### src/rtl/lcd_pkg.sv
// Shared LCD definitions: arbiter FSM encoding, RGB565 colour constants and font geometry.
package lcd_pkg;

  typedef enum logic [1:0] {
    StIdle  = 2'd0,
    StIssue = 2'd1,
    StWait  = 2'd2
  } arb_state_e;

  localparam logic [15:0] COL_BG_DEFAULT = 16'hE73F;
  localparam logic [15:0] COL_BLACK      = 16'h0000;
  localparam logic [15:0] COL_WHITE      = 16'hFFFF;

  localparam int unsigned FONT_W_SMALL = 6;
  localparam int unsigned FONT_H_SMALL = 12;
  localparam int unsigned FONT_W_LARGE = 8;
  localparam int unsigned FONT_H_LARGE = 16;

endpackage

### src/rtl/rr_pick.sv
// Combinational round-robin priority encoder: first set request at or above rr_ptr, with wrap.
module rr_pick #(
  parameter int unsigned N_REQ = 3,
  parameter int unsigned PTR_W = 2
) (
  input  logic [N_REQ-1:0] req,
  input  logic [PTR_W-1:0] rr_ptr,
  output logic [PTR_W-1:0] grant_idx,
  output logic             valid
);

  always_comb begin
    int idx;
    valid     = 1'b0;
    grant_idx = '0;
    idx       = 0;
    // Scan from the farthest candidate back so the one nearest rr_ptr is assigned last.
    for (int i = N_REQ - 1; i >= 0; i--) begin
      idx = (int'(rr_ptr) + i) % int'(N_REQ);
      if (req[idx]) begin
        valid     = 1'b1;
        grant_idx = PTR_W'(idx);
      end
    end
  end

endmodule

### src/rtl/lcd_char_arbiter.sv
// Round-robin arbiter sharing one ST7735 char-draw engine between display clients.
// Define ARB_TIMEOUT_EN to abort a character whose show_char_done never arrives.
module lcd_char_arbiter
  import lcd_pkg::*;
#(
  parameter int unsigned N_CLIENT = 3,
  parameter logic [19:0] TIMEOUT  = 20'd1000000
) (
  input  logic                   sys_clk,
  input  logic                   sys_rst_n,
  input  logic                   init_done,
  input  logic [N_CLIENT-1:0]    cli_req,
  input  logic [7*N_CLIENT-1:0]  cli_ascii,
  input  logic [9*N_CLIENT-1:0]  cli_x,
  input  logic [9*N_CLIENT-1:0]  cli_y,
  input  logic [N_CLIENT-1:0]    cli_size,
  input  logic [16*N_CLIENT-1:0] cli_bg,
  input  logic [16*N_CLIENT-1:0] cli_fg,
  output logic [N_CLIENT-1:0]    cli_ack,
  output logic [N_CLIENT-1:0]    cli_err,
  input  logic                   show_char_done,
  output logic                   show_char_flag,
  output logic [6:0]             ascii_num,
  output logic [8:0]             start_x,
  output logic [8:0]             start_y,
  output logic                   en_size,
  output logic [15:0]            background_color,
  output logic [15:0]            front_color,
  output logic                   busy
);

  localparam int unsigned PtrW = (N_CLIENT > 1) ? $clog2(N_CLIENT) : 1;

  arb_state_e            state_q, state_d;
  logic [PtrW-1:0]       rr_ptr_q, rr_ptr_d;
  logic [PtrW-1:0]       g_q, g_d;
  logic [PtrW-1:0]       pick_idx;
  logic                  pick_valid;
  logic [6:0]            ascii_q, ascii_d;
  logic [8:0]            x_q, x_d, y_q, y_d;
  logic                  size_q, size_d;
  logic [15:0]           bg_q, bg_d, fg_q, fg_d;
  logic                  flag_q, flag_d;
  logic [N_CLIENT-1:0]   ack_q, ack_d;
  logic [N_CLIENT-1:0]   g_onehot;

  rr_pick #(
    .N_REQ (N_CLIENT),
    .PTR_W (PtrW)
  ) u_rr_pick (
    .req       (cli_req),
    .rr_ptr    (rr_ptr_q),
    .grant_idx (pick_idx),
    .valid     (pick_valid)
  );

  assign g_onehot = {{(N_CLIENT-1){1'b0}}, 1'b1} << g_q;

`ifdef ARB_TIMEOUT_EN
  logic [19:0]         cnt_q, cnt_d;
  logic [N_CLIENT-1:0] err_q, err_d;
  logic                timed_out;

  assign timed_out = (cnt_q == TIMEOUT - 20'd1);
  assign cli_err   = err_q;
`else
  logic unused_timeout;

  assign unused_timeout = ^TIMEOUT;
  assign cli_err        = '0;
`endif

  always_comb begin
    state_d  = state_q;
    rr_ptr_d = rr_ptr_q;
    g_d      = g_q;
    ascii_d  = ascii_q;
    x_d      = x_q;
    y_d      = y_q;
    size_d   = size_q;
    bg_d     = bg_q;
    fg_d     = fg_q;
    flag_d   = 1'b0;
    ack_d    = '0;
`ifdef ARB_TIMEOUT_EN
    cnt_d    = cnt_q;
    err_d    = '0;
`endif
    unique case (state_q)
      StIdle: begin
        if (init_done && pick_valid) begin
          ascii_d  = cli_ascii[7*pick_idx +: 7];
          x_d      = cli_x[9*pick_idx +: 9];
          y_d      = cli_y[9*pick_idx +: 9];
          size_d   = cli_size[pick_idx];
          bg_d     = cli_bg[16*pick_idx +: 16];
          fg_d     = cli_fg[16*pick_idx +: 16];
          g_d      = pick_idx;
          rr_ptr_d = (32'(pick_idx) == N_CLIENT - 1) ? '0 : pick_idx + 1'b1;
          flag_d   = 1'b1;
          state_d  = StIssue;
        end
      end
      StIssue: begin
`ifdef ARB_TIMEOUT_EN
        cnt_d = '0;
`endif
        state_d = init_done ? StWait : StIdle;
      end
      StWait: begin
        // Losing init_done aborts silently; the engine is being re-initialised.
        if (!init_done) begin
          state_d = StIdle;
        end else if (show_char_done) begin
          ack_d   = g_onehot;
          state_d = StIdle;
`ifdef ARB_TIMEOUT_EN
        end else if (timed_out) begin
          err_d   = g_onehot;
          state_d = StIdle;
        end else begin
          cnt_d = cnt_q + 20'd1;
`endif
        end
      end
      default: state_d = StIdle;
    endcase
  end

  always_ff @(posedge sys_clk or negedge sys_rst_n) begin
    if (!sys_rst_n) begin
      state_q  <= StIdle;
      rr_ptr_q <= '0;
      g_q      <= '0;
      ascii_q  <= '0;
      x_q      <= '0;
      y_q      <= '0;
      size_q   <= 1'b1;
      bg_q     <= COL_BG_DEFAULT;
      fg_q     <= COL_BLACK;
      flag_q   <= 1'b0;
      ack_q    <= '0;
`ifdef ARB_TIMEOUT_EN
      cnt_q    <= '0;
      err_q    <= '0;
`endif
    end else begin
      state_q  <= state_d;
      rr_ptr_q <= rr_ptr_d;
      g_q      <= g_d;
      ascii_q  <= ascii_d;
      x_q      <= x_d;
      y_q      <= y_d;
      size_q   <= size_d;
      bg_q     <= bg_d;
      fg_q     <= fg_d;
      flag_q   <= flag_d;
      ack_q    <= ack_d;
`ifdef ARB_TIMEOUT_EN
      cnt_q    <= cnt_d;
      err_q    <= err_d;
`endif
    end
  end

  assign show_char_flag   = flag_q;
  assign cli_ack          = ack_q;
  assign ascii_num        = ascii_q;
  assign start_x          = x_q;
  assign start_y          = y_q;
  assign en_size          = size_q;
  assign background_color = bg_q;
  assign front_color      = fg_q;
  assign busy             = (state_q != StIdle);

endmodule
### config.mk
export PLATFORM = sky130hd
export DESIGN_NAME = lcd_char_arbiter
export DESIGN_NICKNAME = d
export VERILOG_FILES = /design/src/rtl/lcd_pkg.sv /design/src/rtl/rr_pick.sv /design/src/rtl/lcd_char_arbiter.sv
export SDC_FILE = /design/constraint.sdc
export NUM_CORES = 1
export LEC_CHECK = 0
export BUFFER_PORTS_ARGS = -buffer_cell sky130_fd_sc_hd__clkbuf_2
export CORE_MARGIN = 2
export CORE_UTILIZATION = 25
export DETAILED_ROUTE_END_ITERATION = 8
export PLACE_DENSITY_LB_ADDON = 0.2
export SLEW_MARGIN = 40
export SYNTH_ARGS = -nofsm -noshare
export SYNTH_HDL_FRONTEND = slang
export SYNTH_SLANG_ARGS = --single-unit
### constraint.sdc
create_clock -name sys_clk -period 3.2 [get_ports sys_clk]
set_clock_uncertainty 0.05 [all_clocks]
set_input_delay 0.32 -clock sys_clk [delete_from_list [all_inputs] [get_ports sys_clk]]
set_output_delay 0.32 -clock sys_clk [all_outputs]
set_load 0.005 [all_outputs]
-- Yosys cells after proc, flatten, opt, wreduce, memory -nomap -nowiden
Index checks and enable logic that the tools add are counted.
- output and inout port bits: 66
- flip-flop bits (word level): 68
- logic and storage cells: 67
- input port bits: 181
- muxes and demuxes: 28
- reductions and logical operators: 5
- order comparisons: 4
- add/sub/neg operators: 3
- shift-type cells: 6
- eq/ne operators: 5
- divide/modulo/power cells: 3
- multiply operators: 2
- operators with widths (operator ; count):
    $lt 32x4->1 const B ; 3
    $shiftx 48x7->16 ; 2
    $mod 32x3->32 const B ; 2
    $shiftx 27x7->9 ; 2
    $mod 3x3->32 const B ; 1
    $shiftx 21x6->7 ; 1
    $mux 2 ; 8
    $mux 1 ; 12
    $mux 3 ; 3
    $bmux 1 s2 ; 4
    $mul 4x2->6 const A ; 1
    $pmux 2 s3 ; 1
    $mul 3x2->5 const A ; 1
    $eq 2x2->1 const B ; 2
    $reduce_and 2->1 ; 2
    $add 2x1->3 const B ; 1
    $add 2x2->3 const B ; 1
    $lt 2x3->1 const B ; 1
    $ne 3x3->1 const B ; 1
    $shl 1x2->3 const A ; 1
    $add 2x1->2 const B ; 1
    $eq 2x1->1 const B ; 1
    $logic_not 2->1 ; 1
    $ne 2x2->1 const B ; 1
    other kinds (2) ; 2

-- Logic depth before layout (Yosys ltp)
Gate-level depths: netlist (run 1).
- word-level depth: 11
- depth in mapped cells: 11
- gate-level depth less buffers: 7

-- Hierarchy
Synthesis (run 1) repeated with hierarchy kept, for this count alone.
- cell total of the unflattened synthesis: 441
- area total of the unflattened synthesis: 4115.2 sq um
- by module, submodules not included (module ; times used ; cells each ; area an instance (sq um) ; seq. area each (sq um)):
    lcd_char_arbiter ; 1 ; 412 ; 3892.5 ; 1717.9
    rr_pick ; 1 ; 29 ; 222.7 ; 0.0

-- Least setup slack after synthesis (run 1)
No wires, ideal clock.
- path kind: register -> register
- start: register rr_ptr_q[0]
- end: register x_q[6] (netlist: start_x[6])
- setup time: 141 ps
- buffers on the path: 2
- data required time: 3009 ps
- data arrival time: 2171 ps
- cell stages (with the launch flop): 10
- period minus slack after synthesis: 2362 ps
- setup slack: 838 ps
- cell sequence: dfrtp_1 inv_1 ha_1 and3b_1 a211o_1 mux2i_2 buf_4 buf_6 mux2i_1 o221ai_2
- cells in the longest elaborated chain, start to end: 10
- elaborated cells on any way between the ends: 24
- classes of those cells: add/sub (2); mul (1); div (3); shift (1); mux (15); reduce/logical (2)
- ends and longest elaborated chain (what ; line ; source):
    start, declared ; lcd_char_arbiter.sv:35 ; logic [PtrW-1:0] rr_ptr_q, rr_ptr_d;
    start signal, assigned ; lcd_char_arbiter.sv:149 ; rr_ptr_q <= rr_ptr_d;
    $add 2x2->3 ; rr_pick.sv:19 ; idx = (int'(rr_ptr) + i) % int'(N_REQ);
    $mod 32x3->32 ; rr_pick.sv:19 ;
    $bmux 1 s2 ; rr_pick.sv:20 ; if (req[idx]) begin
    $mux 1 (not written as such) (2 in a row) ; rr_pick.sv:20 ;
    $mux 2 / $mux 1 (equally long branches) (3 in a row) ; rr_pick.sv:20 ;
    $mul 4x2->6 / $logic_and 1x1->1 (equally long branches) ; lcd_char_arbiter.sv:93, lcd_char_arbiter.sv:91 ;
    $shiftx 27x7->9 / $reduce_and 2->1 (equally long branches) ; - ;
    end signal, assigned ; lcd_char_arbiter.sv:136 ; x_q <= '0;
    end signal, assigned ; lcd_char_arbiter.sv:152 ; x_q <= x_d;
    end, declared ; lcd_char_arbiter.sv:40 ; logic [8:0] x_q, x_d, y_q, y_d;
Parallel ways exist; a longest one is shown, timed or not. The select of a mux whose other input is x is not followed.
A chain may end at the register's enable or synchronous reset.

-- Final worst setup path (run 1)
- start: register rr_ptr_q[0]
- end: register y_q[8] (netlist: start_y[8])
- cells in the longest elaborated chain, start to end: 10
- elaborated cells on any way between the ends: 24
- classes of those cells: add/sub (2); mul (1); div (3); shift (1); mux (15); reduce/logical (2)
- ends and longest elaborated chain (what ; line ; source):
    $add 2x2->3 ; rr_pick.sv:19 ;
    $mod 32x3->32 ; rr_pick.sv:19 ;
    $bmux 1 s2 ; rr_pick.sv:20 ;
    $mux 1 (not written as such) (2 in a row) ; rr_pick.sv:20 ;
    $mux 2 / $mux 1 (equally long branches) (3 in a row) ; rr_pick.sv:20 ;
    $mul 4x2->6 / $logic_and 1x1->1 (equally long branches) ; lcd_char_arbiter.sv:94, lcd_char_arbiter.sv:91 ;
    $shiftx 27x7->9 / $reduce_and 2->1 (equally long branches) ; - ;
    end signal, assigned ; lcd_char_arbiter.sv:153 ; y_q <= y_d;
    end, declared ; lcd_char_arbiter.sv:40 ;
Parallel ways exist; a longest one is shown, timed or not. The select of a mux whose other input is x is not followed.

==> impl_metrics.py, run 1 <==
metrics = {
    "timing": {
        "finalHoldViolations": 0,
        "rsz0062_at_grt": "false",
        "whs_ns": 0.192,
        "fin_crit_sh": 0.877,
        "fmax_mhz": 356,
        "relSlewSlack": 0.500,
        "worst_pin_slew_ns": 0.750,
        "maxSlewViolCount": 0,
        "fin_crit_ns": 2.81,
        "fin_tns_setup_ns": 0,
        "worst_slack_ns": 0.393,
        "setup_viol_count_final": 0,
    },
    "floorplanning": {
        "chipWidth_um": 130,
        "initial_core_util": 0.258,
        "die_y_um": 130,
        "rows": 45,
        "coreArea_um2": 15300,
        "die_area_um2": 16800,
        "io_pins": 247,
    },
    "synth": {
        "synth.distinct_cells": 36,
        "yosys.area.top_type": "dfrtp_1",
        "avgSynthCellArea_um2": 10.2,
        "synth.most_common_cell": "inv_1",
        "netlist_instances": 388,
        "synthFlopType": "dfrtp_1",
        "synth_top_area_frac": 0.348,
        "yosys_warnings": 0,
        "netlist_area_um2": 3950,
        "netlist_top_cells_count": "65 x inv_1, 62 x mux2i_1, 61 x o21ai_0, 55 x dfrtp_1, 49 x o221ai_1",
        "async_reset_ff_frac": 1.00,
        "synth_edf_count": 0,
        "yosysSeqAreaShare": 0.434,
        "synth_seq_cells": 68,
        "synth_area_leaders": "dfrtp_1 35%, mux2i_1 16%, o221ai_1 11%",
    },
    "final_layout": {
        "nNetsFinal": 803,
        "stdcell_area_um2": 5660,
        "multi_input_area_um2": 1830,
        "drive_above_1_share": 0.475,
        "syn2layout_area_growth_pct": 43.0,
        "diodes": 0,
        "register_area_um2": 1720,
        "n_fill_cell": 1594,
    },
    "route": {
        "drc": 0,
        "ant_nets": 0,
        "drt_iter0_markers": 145,
        "drt_first_pass_iters": 6,
        "route.vias.total": 3928,
        "wl_per_cell_um": 15.5,
        "finalWirelength_um": 12900,
        "avgViaCountPerCell": 4.71,
    },
    "worst_setup_path": {
        "path_max_fanout": 37,
        "cp-end-kind": "flip-flop",
        "cp.arrival_ns": 2.92,
        "cp_data_required_time_ns": 3.32,
        "cp-start-kind": "flip-flop",
        "cp_slowest_stage_delay_ns": 0.54,
        "cp_slowest_cell": "a221oi_1",
        "worstPathCellList": "inv_1 -> ha_1 -> nor2b_1 -> o211ai_1 -> a221oi_1 -> or3_2 -> buf_4 -> o221ai_1",
        "path_class": "flip-flop to flip-flop",
    },
    "clocking": {
        "cts_resized": 0,
        "cts_tree": "done",
        "h-tree-depth": 3,
        "cts_buffers": 9,
        "insertion_delay_ns": 0.32,
        "clock_sinks": 68,
        "clk_pin_slew_ns": 0.06,
        "cts.path.max_buffers": 2,
        "clockRootBuffer": "clkbuf_16",
    },
    "grt": {
        "antenna_found_initial": 0,
        "grt_pass1_vias": 4037,
        "grt_max_degree": 63,
        "overflow": 0,
        "grt_pass1_wl_um": 20000,
        "track_usage": 0.151,
    },
    "min_path": {
        "hold_class": "input port to flip-flop",
    },
    "pwr": {
        "power.density_nw_per_um2": 929,
        "power_mw": 5.25,
        "peakVddDrop_mv": 0.479,
        "leakagePower_nw": 3.15,
    },
    "place": {
        "dp_hpwl_um": 9530,
        "io_buffers": 243,
        "gp_congestion": 0.699,
        "pre_cts_slack_ns": 0.366,
        "placed_area_um2": 5360,
    },
    "run": {
        "maxCapViolations": 0,
    },
    "run_status": {
        "status": "completed",
    },
}
==> where the power goes <==
part	internal (mW)	total [mW]	switching [mW]
Clock	0.586	0.949	0.363
Sequential	1.33	1.56	0.225
Combinational	1.24	2.74	1.50
==> worst max-delay path: cells and delay by family (launching register included) <==
kind            cells  cell delay [ns]
compound gates      3             0.85
fa+ha+maj           1             0.43
buf+inv             2             0.47
flops               1             0.38
simple gates        2             0.44
==> kinds of logic (layout without fill, tap and decap cells) <==
logic type	count (synthesis)	in the layout	synth area share
AOI/OAI and AO/OA	128	128	0.246
adders and majority gates	4	4	0.0127
buffers and inverters	100	333	0.109
DFF	68	68	0.434
muxes	64	64	0.163
other	1	3	0.000948
and+or+nand+nor	23	23	0.0345
==> repair_timing <==
action | in CTS | in global routing
hold buffers | 0 | 1
setup buffers | 0 | 0
hold endpoints to repair | 0 | 33
==> registers in the layout, indices dropped and copies added (netlist names) <==
signal / cells
rr_ptr_q: 2
ascii_num: 7
start_x: 9
cli_ack: 3
background_color: 16
en_size: 1
show_char_flag: 1
front_color: 16
g_q: 2
state_q: 2
start_y: 9
==> cells in the final DEF (no fill, tap or decap), types with 2 or more instances in the layout <==
cell,count
clkbuf_8,3
clkbuf_1,2
conb_1,3
buf_4,7
dfrtp_1,55
ha_1,4
o221ai_1,49
nor2_1,4
o21ai_0,61
dfstp_2,13
and3b_1,2
buf_12,2
clkbuf_2,242
inv_1,65
clkbuf_16,9
nand2_1,3
nor3b_1,2
nor2b_1,3
clkinv_2,2
o221ai_2,10
mux2i_1,62
==> area by class of cell <==
class / count / area share
multi-input combinational: 222 / 0.324
sequential: 68 / 0.304
timing repair buffer: 252 / 0.232
clock buffer: 14 / 0.0485
tap: 211 / 0.0467
inverter: 65 / 0.0431
clock inverter: 2 / 0.00177
==> stage by stage <==
step	instances	utilization
floorplan	390	-
global placement	817	0.350
detailed placement	817	0.350
CTS	833	0.368
global route	834	0.369
finish	834	0.369
==> path summary, 6_finish.rpt <==
path	cells after the start	slack (ns)	end	startpoint
setup / recovery	8	0.39	start_y[8]	rr_ptr_q[0]
hold / removal	3	0.19	background_color[9]	cli_bg[41]
setup reg to reg	8	0.39	start_y[8]	rr_ptr_q[0]
hold reg to reg	1	0.42	cli_ack[1]	g_q[1]
max in group asynchronous	3	2.02	en_size	sys_rst_n
min in group asynchronous	2	0.45	front_color[10]	sys_rst_n
==> per-layer routing <==
layer | share of wire | GRT usage
met3 | 0.076 | 0.0262
met1 | 0.43 | 0.188
met5 | 0 | 0
met2 | 0.48 | 0.261
met4 | 0.018 | 0.0595
Note: power is estimated with default switching activity, not from simulation.
==> run 2: changes to the inputs <==
--- a/config.mk
+++ b/config.mk
@@ -6,9 +6,11 @@
 export NUM_CORES = 1
 export LEC_CHECK = 0
 export BUFFER_PORTS_ARGS = -buffer_cell sky130_fd_sc_hd__clkbuf_2
+export CORE_ASPECT_RATIO = 0.6
 export CORE_MARGIN = 2
 export CORE_UTILIZATION = 25
 export DETAILED_ROUTE_END_ITERATION = 8
+export HOLD_SLACK_MARGIN = 0.12
 export PLACE_DENSITY_LB_ADDON = 0.2
 export SLEW_MARGIN = 40
 export SYNTH_ARGS = -nofsm -noshare
==> impl_metrics.py, run 2 (same netlist as run 1, synthesis figures left out) <==
metrics = {
    "run_status": {
        "status": "completed",
    },
    "floorplanning": {
        "die_y_um": 101,
        "initial_core_util": 0.256,
        "chipWidth_um": 166,
        "die_area_um2": 16900,
        "coreArea_um2": 15400,
        "rows": 35,
        "io_pins": 247,
    },
    "pwr": {
        "leakagePower_nw": 3.16,
        "power_mw": 5.38,
        "power.density_nw_per_um2": 947,
        "peakVddDrop_mv": 0.497,
    },
    "clocking": {
        "h-tree-depth": 3,
        "cts_tree": "done",
        "clk_pin_slew_ns": 0.06,
        "cts.path.max_buffers": 2,
        "clock_sinks": 68,
        "insertion_delay_ns": 0.33,
        "cts_resized": 0,
        "clockRootBuffer": "clkbuf_16",
        "cts_buffers": 9,
    },
    "route": {
        "drt_first_pass_iters": 4,
        "wl_per_cell_um": 15.7,
        "drc": 0,
        "ant_nets": 0,
        "drt_iter0_markers": 176,
        "route.vias.total": 3911,
        "avgViaCountPerCell": 4.73,
        "finalWirelength_um": 13000,
    },
    "worst_setup_path": {
        "cp_top_family": "buffers and inverters",
        "rr_worst_depth": 8,
        "cp_slowest_stage_delay_ns": 0.48,
        "cp.arrival_ns": 2.89,
        "r2r-start": "rr_ptr_q[0]",
        "cp.depth": 8,
        "worst-path-buf-inv": 2,
        "crit_start": "rr_ptr_q[0]",
        "path_max_fanout": 30,
        "cp-start-kind": "flip-flop",
        "worstPathCellList": "inv_1 -> ha_1 -> and3b_1 -> a211o_1 -> mux2i_4 -> buf_4 -> mux2i_1 -> o221ai_1",
        "cp-end-kind": "flip-flop",
        "path_class": "flip-flop to flip-flop",
        "cp_slowest_cell": "buf_4",
        "cp_data_required_time_ns": 3.33,
    },
    "final_layout": {
        "syn2layout_area_growth_pct": 43.6,
        "n_fill_cell": 1596,
        "nNetsFinal": 804,
        "layout_commonest_cell": "clkbuf_2",
        "drive_above_1_share": 0.476,
        "diodes": 0,
        "multi_input_area_um2": 1830,
        "register_area_um2": 1720,
        "final_util": 0.368,
        "mostFrequentLayoutCells": "242 x clkbuf_2, 65 x inv_1, 62 x mux2i_1, 61 x o21ai_0, 55 x dfrtp_1",
    },
    "timing": {
        "worst_pin_slew_ns": 0.670,
        "fmax_mhz": 363,
        "setup_viol_count_final": 0,
        "fin_crit_ns": 2.76,
        "finalHoldViolations": 0,
        "relSlewSlack": 0.553,
        "fin_tns_setup_ns": 0,
        "rsz0062_at_grt": "false",
        "maxSlewViolCount": 0,
        "fin_crit_sh": 0.861,
        "worst_slack_ns": 0.443,
    },
    "place": {
        "io_buffers": 243,
        "dp_hpwl_um": 9440,
        "gp_congestion": 0.815,
        "pre_cts_slack_ns": 0.440,
    },
    "run": {
        "maxCapViolations": 0,
    },
    "grt": {
        "antenna_found_initial": 0,
        "overflow": 0,
        "grt_pass1_wl_um": 20800,
        "grt_max_degree": 69,
        "track_usage": 0.153,
        "grt_pass1_vias": 4144,
    },
    "min_path": {
        "min-delay-start": "cli_size[2]",
        "hold_depth": 3,
        "hold_class": "input port to flip-flop",
    },
}
## run 2: path summary, 6_finish.rpt
kind	endpoint	slack [ns]
setup / recovery	front_color[7]	0.44
hold / removal	en_size	0.19
setup reg to reg	front_color[7]	0.44
hold reg to reg	cli_ack[0]	0.43
max in group asynchronous	front_color[6]	2.11
min in group asynchronous	ascii_num[0]	0.51
## run 2: metrics by stage
stage                     hold WS [ns]  cell area, um2  cells
after detailed placement         0.321            5350    810
after global placement           0.410            5350    810
after global routing             0.190            5680    827
after CTS                        0.177            5680    827
final                            0.189            5680    827
after floorplan                -0.0256            3960    390
## run 2: area by class of cell
type,count,area share
clock inverter,1,0.00529
timing repair buffer,253,0.231
tap,203,0.0447
clock buffer,15,0.0507
multi-input combinational,222,0.323
inverter,65,0.0430
sequential,68,0.303
## run 2: what timing repair did
action | CTS | global route
hold buffers | 1 | 0
setup buffers | 0 | 0
hold endpoints to repair | 55 | 0
## run 2: power breakdown
| group | switching, mW | internal [mW] |
|---|---|---|
| logic | 1.52 | 1.25 |
| clock network | 0.369 | 0.690 |
| registers | 0.219 | 1.33 |
| total | 2.10 | 3.27 |
## run 2: worst register-to-register path: stages (launching register included)
cell	delay [ns]
dfrtp_1	0.39
inv_1	0.09
ha_1	0.44
and3b_1	0.22
a211o_1	0.33
mux2i_4	0.19
buf_4	0.48
mux2i_1	0.30
o221ai_1	0.12
## run 2: per-layer routing
layer  global-route usage  part of all wire  vias to the layer above
met1                0.196              0.45                     1869
met3               0.0508             0.077                       11
met5                    0                 0                        -
li1                     -                 -                     1872
met2                0.248              0.46                      159
met4               0.0444            0.0096                        0
==> run 3: changes to the inputs <==
--- a/config.mk
+++ b/config.mk
@@ -12,6 +12,7 @@
 export DETAILED_ROUTE_END_ITERATION = 8
 export HOLD_SLACK_MARGIN = 0.12
 export PLACE_DENSITY_LB_ADDON = 0.2
+export RECOVER_POWER = 25
 export SLEW_MARGIN = 40
 export SYNTH_ARGS = -nofsm -noshare
 export SYNTH_HDL_FRONTEND = slang
==> impl_metrics.py, run 3 (same netlist as run 1, synthesis figures left out) <==
metrics = {
    "worst_setup_path": {
        "r2r-end": "front_color[7]",
        "path_max_fanout": 30,
        "cp-end-kind": "flip-flop",
        "cp.arrival_ns": 2.89,
        "r2r-start": "rr_ptr_q[0]",
        "cp_data_required_time_ns": 3.33,
        "path_class": "flip-flop to flip-flop",
        "worst-r2r-setup-slack_ns": 0.44,
        "cp-start-kind": "flip-flop",
        "rr_worst_depth": 8,
    },
    "run": {
        "maxCapViolations": 1,
    },
    "run_status": {
        "violations": "max-capacitance violations, max-slew violations",
        "status": "finished with violations",
    },
    "floorplanning": {
        "die_y_um": 101,
        "die_area_um2": 16900,
        "io_pins": 247,
        "initial_core_util": 0.256,
        "rows": 35,
        "chipWidth_um": 166,
        "coreArea_um2": 15400,
    },
    "clocking": {
        "h-tree-depth": 3,
        "cts_tree": "done",
        "cts.path.max_buffers": 2,
        "cts_buffers": 9,
        "insertion_delay_ns": 0.33,
        "clock_sinks": 68,
        "clockRootBuffer": "clkbuf_16",
        "clk_pin_slew_ns": 0.06,
        "post_cts.repair.setup_buffers": 0,
    },
    "grt": {
        "grt_pass1_wl_um": 20800,
        "grt_pass1_vias": 4144,
        "overflow": 0,
        "grt_max_degree": 69,
        "track_usage": 0.153,
        "antenna_found_initial": 0,
    },
    "route": {
        "avgViaCountPerCell": 4.73,
        "ant_nets": 0,
        "drc": 0,
        "drt_iter0_markers": 176,
        "drt_first_pass_iters": 4,
        "finalWirelength_um": 13000,
        "wl_per_cell_um": 15.7,
        "route.vias.total": 3909,
    },
    "timing": {
        "fin_tns_setup_ns": 0,
        "rsz0062_at_grt": "false",
        "fin_crit_ns": 2.76,
        "finalHoldViolations": 0,
        "fin_crit_sh": 0.861,
        "worst_pin_slew_ns": 1.77,
        "fmax_mhz": 363,
        "relSlewSlack": -0.181,
        "setup_viol_count_final": 0,
        "maxSlewViolCount": 69,
    },
    "final_layout": {
        "syn2layout_area_growth_pct": 43.4,
        "diodes": 0,
        "layout_commonest_cell": "clkbuf_2",
        "nNetsFinal": 804,
        "mostFrequentLayoutCells": "243 x clkbuf_2, 65 x inv_1, 62 x mux2i_1, 61 x o21ai_0, 55 x dfrtp_1",
        "drive_above_1_share": 0.476,
    },
    "pwr": {
        "power_mw": 5.38,
        "power.density_nw_per_um2": 948,
        "peakVddDrop_mv": 0.497,
        "leakagePower_nw": 3.16,
    },
    "min_path": {
        "hold_class": "input port to flip-flop",
        "min_to": "en_size",
        "min-delay-start": "cli_size[2]",
        "hold_depth": 3,
    },
    "place": {
        "gp_congestion": 0.815,
        "io_buffers": 243,
        "dp_hpwl_um": 9440,
    },
}
[run 3: changes by cell type in the layout (fill, tap and decap cells not counted)]
| cell | change |
|---|---|
| clkbuf_2 | +1 |
| buf_6 | -1 |
[run 3: how the worst max path moves through the flow]
stage	start	to	slack [ns]
after floorplan	rr_ptr_q[0]	start_x[6]	0.84
after global placement	rr_ptr_q[1]	background_color[1]	0.57
after detailed placement	rr_ptr_q[1]	front_color[7]	0.44
after CTS	rr_ptr_q[1]	front_color[7]	0.44
after global routing	rr_ptr_q[1]	front_color[8]	0.25
final	rr_ptr_q[0]	front_color[7]	0.44
[run 3: critical path, stage by stage, from the launching register on]
cell and delay [ns]:
dfrtp_1 0.39, inv_1 0.09, ha_1 0.44, and3b_1 0.22, a211o_1 0.32, mux2i_4 0.19
buf_4 0.48, mux2i_1 0.27, o221ai_1 0.12
[run 3: metal layers]
layer | share of wire | vias to the layer above | GRT usage | wire, um
li1 | - | 1872 | - | -
met1 | 0.45 | 1867 | 0.196 | 5910
met2 | 0.46 | 159 | 0.248 | 5960
met3 | 0.077 | 11 | 0.0508 | 1010
met4 | 0.0096 | 0 | 0.0444 | 125
met5 | 0 | - | 0 | 0
[run 3: where the power goes]
group	total (mW)	switching [mW]	internal [mW]
clock network	1.06	0.369	0.690
registers	1.55	0.219	1.33
logic	2.77	1.52	1.25
total	5.38	2.10	3.27
[run 3: through the flow]
stage	instances	instance area (um2)	setup WS, ns	utilization	hold WS [ns]
6_report	827	5670	0.443	0.368	0.189
2_1_floorplan	390	3960	0.838	-	-0.0256
3_3_place_gp	810	5350	0.569	0.347	0.410
5_1_grt	827	5670	0.252	0.368	0.190
4_1_cts	827	5680	0.442	0.368	0.177
3_5_place_dp	810	5350	0.440	0.347	0.321
[run 3: repair_timing]
item	CTS	global route
hold endpoints to repair	55	0
gates resized for setup	0	0
hold buffers	1	0
[run 3: layout make-up]
cell class	count	area, um2
clock buffer	15	288
clock inverter	1	30.0
fill	1598	9740
inverter	65	244
multi-input combinational	222	1830
sequential	68	1720
tap	203	254
timing repair buffer	253	1310
